## config.mk

```make
export PLATFORM = sky130hd
export DESIGN_NAME = seq_sorter_id
export DESIGN_NICKNAME = d
export VERILOG_FILES = /design/src/rtl/seq_sorter_id.sv
export SDC_FILE = /design/constraint.sdc
export NUM_CORES = 1
export LEC_CHECK = 0
export ABC_AREA = 1
export BUFFER_PORTS_ARGS = -buffer_cell sky130_fd_sc_hd__buf_2
export CORE_ASPECT_RATIO = 1.1
export CORE_MARGIN = 1.5
export CORE_UTILIZATION = 40
export DETAILED_ROUTE_END_ITERATION = 10
export PLACE_DENSITY = 0.69
export SYNTH_ARGS = -nofsm -noshare
export SYNTH_HDL_FRONTEND = slang
export SYNTH_SLANG_ARGS = --single-unit
```

## constraint.sdc

```tcl
create_clock -name clk -period 2.8 [get_ports clk]
set_input_delay 0 -clock clk [delete_from_list [all_inputs] [get_ports clk]]
set_output_delay 0 -clock clk [all_outputs]
set_load 0.01 [all_outputs]
```

## src/rtl/seq_sorter_id.sv

```systemverilog
// Sequential batch sorter: loads N values, sorts them with an odd-even transposition
// network (one phase per cycle), then streams them out tagged with their arrival index.
module seq_sorter_id #(
    parameter int WIDTH = 4,
    parameter int N     = 4,
    localparam int ID_W = $clog2(N)
) (
    input  logic             clk,
    input  logic             rst,
    input  logic             in_valid,
    output logic             in_ready,
    input  logic [WIDTH-1:0] in_data,
    input  logic             desc,
    output logic             out_valid,
    input  logic             out_ready,
    output logic [WIDTH-1:0] out_data,
    output logic [ID_W-1:0]  out_id,
    output logic             out_last,
    output logic             busy
);

    typedef enum logic [1:0] {
        LOAD,
        SORT,
        OUT
    } state_t;

    localparam logic [ID_W-1:0] LAST_IDX = ID_W'(N - 1);

    state_t state;
    state_t next_state;

    logic [WIDTH-1:0] slot      [N];
    logic [ID_W-1:0]  id        [N];
    logic [WIDTH-1:0] sort_slot [N];
    logic [ID_W-1:0]  sort_id   [N];

    // cnt is the load index in LOAD, the phase number in SORT and the read pointer in OUT
    logic [ID_W-1:0] cnt;
    logic            desc_q;
    logic            accept;
    logic            cnt_at_last;

    assign accept      = in_valid && in_ready;
    assign cnt_at_last = (cnt == LAST_IDX);

    always_ff @(posedge clk or posedge rst) begin
        if (rst) begin
            state <= LOAD;
        end else begin
            state <= next_state;
        end
    end

    always_comb begin
        next_state = state;
        in_ready   = 1'b0;
        out_valid  = 1'b0;
        out_last   = 1'b0;
        busy       = 1'b0;
        out_data   = slot[cnt];
        out_id     = id[cnt];
        case (state)
            LOAD: begin
                in_ready = !rst;
                if (accept && cnt_at_last) begin
                    next_state = SORT;
                end
            end
            SORT: begin
                busy = 1'b1;
                if (cnt_at_last) begin
                    next_state = OUT;
                end
            end
            OUT: begin
                busy      = 1'b1;
                out_valid = 1'b1;
                out_last  = cnt_at_last;
                if (out_ready && cnt_at_last) begin
                    next_state = LOAD;
                end
            end
            default: begin
                next_state = LOAD;
            end
        endcase
    end

    // One transposition phase: even phases pair (0,1),(2,3)..; odd phases pair (1,2),(3,4)..
    // Strict compare keeps equal values in arrival order.
    always_comb begin
        sort_slot = slot;
        sort_id   = id;
        for (int i = 0; i < N - 1; i++) begin
            if (i[0] == cnt[0]) begin
                if (desc_q ? (slot[i] < slot[i+1]) : (slot[i] > slot[i+1])) begin
                    sort_slot[i]   = slot[i+1];
                    sort_slot[i+1] = slot[i];
                    sort_id[i]     = id[i+1];
                    sort_id[i+1]   = id[i];
                end
            end
        end
    end

    always_ff @(posedge clk or posedge rst) begin
        if (rst) begin
            for (int i = 0; i < N; i++) begin
                slot[i] <= '0;
                id[i]   <= '0;
            end
            cnt    <= '0;
            desc_q <= 1'b0;
        end else begin
            case (state)
                LOAD: begin
                    if (accept) begin
                        slot[cnt] <= in_data;
                        id[cnt]   <= cnt;
                        if (cnt == '0) begin
                            desc_q <= desc;
                        end
                        cnt <= cnt_at_last ? '0 : cnt + ID_W'(1);
                    end
                end
                SORT: begin
                    slot <= sort_slot;
                    id   <= sort_id;
                    cnt  <= cnt_at_last ? '0 : cnt + ID_W'(1);
                end
                OUT: begin
                    if (out_ready) begin
                        cnt <= cnt_at_last ? '0 : cnt + ID_W'(1);
                    end
                end
                default: begin
                    cnt <= '0;
                end
            endcase
        end
    end

endmodule

```

==> out/summary.log <==
[detailed_routing] first drt pass iteration count 4
[final_layout] NumNets Final 426
[timing] clock period minus worst slack 2310 ps
[timing] actual transition at the worst max-transition pin 563 ps
[floorplan] top-level port count 19
[worst_hold_path] Hold/Removal Path Class input pin to flop
[detailed_routing] detail-routed net length per standard cell 14.8 um
[cts] clock tree sinks 29
[cts] Worst-path clk slew 60 ps
[setup_path] highest net fanout along the worst path 17
[detailed_routing] post-detailed-route count of antenna-violating nets 0
[cts] library cell used as clock root buffer clkbuf_8
[synth] average instance area after synthesis 6.46 um^2
[final_layout] Antenna Diode Count 0
[floorplan] Std-Cell Core Area 5810 um^2
[floorplan] initial core utilization 41.6%
[final_layout] final cell count without fillers 474
[final_layout] post-route core utilization 46.6%
[setup_path] required time of the critical path 3010 ps
[cts] H-tree Lvls 2
[timing] final count of negative-setup-slack endpoints 0
[global_route] Congestion Overflow GR 0
[detailed_routing] DR vias/cell 5.17
[final_layout] layout cells sized above 1 10.3%
[placement] Placed Cells 465
[synth] compound-cell area share of the yosys netlist 17.5%
[timing] Max Slew Vio Count 0
[cts] clock tree from TritonCTS done
[global_route] Global Route met2 Usage 38.2%
[timing] maximum clock skew at final layout 2.96 ps
[final_layout] most used cells in the layout excluding fill and tap cells 109 x nand2_1, 65 x inv_1, 32 x a21oi_1, 29 x dfrtp_1, 27 x nor2_1
[floorplan] Die Footprint 6520 um^2
[placement] RePlAce Congestion 0.951
[floorplan] Die Height 84.5 um
[synth] Unique masters post-synth 27
[synth] dominant combinational cell family by area after synthesis simple AND/OR/NAND/NOR gates
[synth] basic-gate share of the synthesized area counting and, or, nand and nor cells 29.6%
[timing] fraction of the cycle the final worst path needs 82.5%
[global_route] pin count of the biggest net entering global routing 30
[global_route] overall routing resource usage 23.4%
[synth] part of the Yosys area used for sequential elements 30.0%
[cts] post-CTS repair timing setup buffer count 0
[timing] Final TNS setup 0 ps
[timing] Final Hold Viols 0
[synth] post-synthesis instance area 2420 um^2
[floorplan] number of rows created at floorplan 29
[synth] area share of fa/ha/maj cells after synthesis 10.4%
[synth] Yosys reg bits 29
[synth] Gate Count Post-Synth 374
[synth] Synth Area in XOR/XNOR 0%
[final_layout] commonest non-fill, non-tap cell in the layout nand2_1
[outcome] result of the run finished clean
[cts] number of buffers added by the clock tree synthesis step 5
[setup_path] kind of capture point of the worst setup path flop
[global_route] met1 demand-to-capacity share in global routing 29.7%
[synth] number of warnings issued by yosys 0
[synth] number of flops mapped to enable cells by yosys 0
[cts] buffers from clock root to sink, at most 2
[floorplan] die width 77.1 um
[placement] HPWL reported at the end of detailed placement 5.33 mm
[cts] clock latency on the worst-skew pair 290 ps
[run] total of max-cap violations 0
[synth] share of cell area taken by muxes after synthesis 0%
[detailed_routing] residual DRC count 0
[setup_path] startpoint type of the worst setup path flop
[setup_path] Worst Path Arrival 2520 ps
[detailed_routing] final WL 7.03 mm
[setup_path] R2R Setup Slk 490 ps
[setup_path] kind of critical path flop to flop
[timing] Max transition margin 62.5%
[synth] share of flip-flops with an asynchronous set or reset after synthesis 100%
[placement] count of input and output buffers 18
[global_route] global-route wire length before repair 12.0 mm
[final_layout] growth of design area from synthesis to finish 12.0%
[placement] Post-Place Cell Area 2600 um^2
[detailed_routing] violation count after the first detailed-routing iteration 250
[synth] syn nets 403
[global_route] number of global-route vias before repair 2484
[timing] timing-limited maximum frequency 433 MHz
[global_route] antenna violations before repair 0
[final_layout] post-route cell area 2710 um^2
[timing] unrepaired setup endpoints after global routing false
[global_route] met3 demand-to-capacity share in global routing 3.70%
[synth] commonest register cell after synthesis dfrtp_1
[detailed_routing] number of vias after detailed routing 2451
[global_route] gr busiest metal met2
## sequential cells by signal (all words and copies together), names as in the netlist
signal and flops:
id 8, desc_q 1, cnt 2, slot 16, state 2
## worst paths after layout
kind,cells after the start,end,startpoint
max in group asynchronous,4,desc_q,rst
worst max-delay path,13,id[2],slot[7]
worst min-delay path,3,slot[9],in_data[1]
worst max register to register,13,id[2],slot[7]
worst min register to register,2,id[6],id[6]
min in group asynchronous,4,state[1],rst
## Yosys cell counts (5+ instances only)
cell | count | area [um^2]
dfrtp_1 | 29 | 726
nand4_1 | 8 | 50.1
o22ai_1 | 6 | 37.5
nor2_1 | 27 | 101
nand2_1 | 109 | 409
buf_2 | 5 | 25.0
nand3_1 | 20 | 100
inv_1 | 65 | 244
a21oi_1 | 32 | 160
o21ai_0 | 23 | 115
ha_1 | 20 | 250
## area by class of cell
type	count	area [um^2]
Inverter	68	255
Clock buffer	7	86.3
Sequential cell	29	726
Fill cell	622	3100
Tap cell	77	96.3
Timing Repair Buffer	26	155
Multi-Input combinational cell	267	1390
## metal layers
metal / part of all wire [%] / wire, um
met1: 47 / 3280
met2: 45 / 3160
met3: 4.3 / 299
met4: 4.1 / 291
met5: 0 / 0
## stage by stage
stage	setup WS [ps]	hold WS, ps
finish	490	40.6
global route	158	47.8
global placement	613	108
CTS	517	34.7
floorplan	821	34.7
detailed placement	544	136
## cells by family after synthesis
logic type | count (synthesis)
simple gates | 172
flops | 29
buf+inv | 78
compound gates | 75
fa+ha+maj | 20
## worst max-delay path, stage by stage, from the launching register on
cell and delay (ps):
dfrtp_1 430, inv_1 80, ha_1 310, nand2_1 90, inv_1 40, nand2_1 70, nand2_1 50, nand2_1 120
nand3_1 410, nand2_1 310, nand2_1 80, nand2_1 60, nand2_1 50, a21oi_1 130
## timing repair
item / CTS / global route
hold buffers: 2 / 0
hold endpoints to repair: 30 / 0
gates resized for setup: 0 / 0
Power is left out: the tool's default activity adds up to more than one toggle a clock period on the data nets, which glitch-free logic cannot reach.
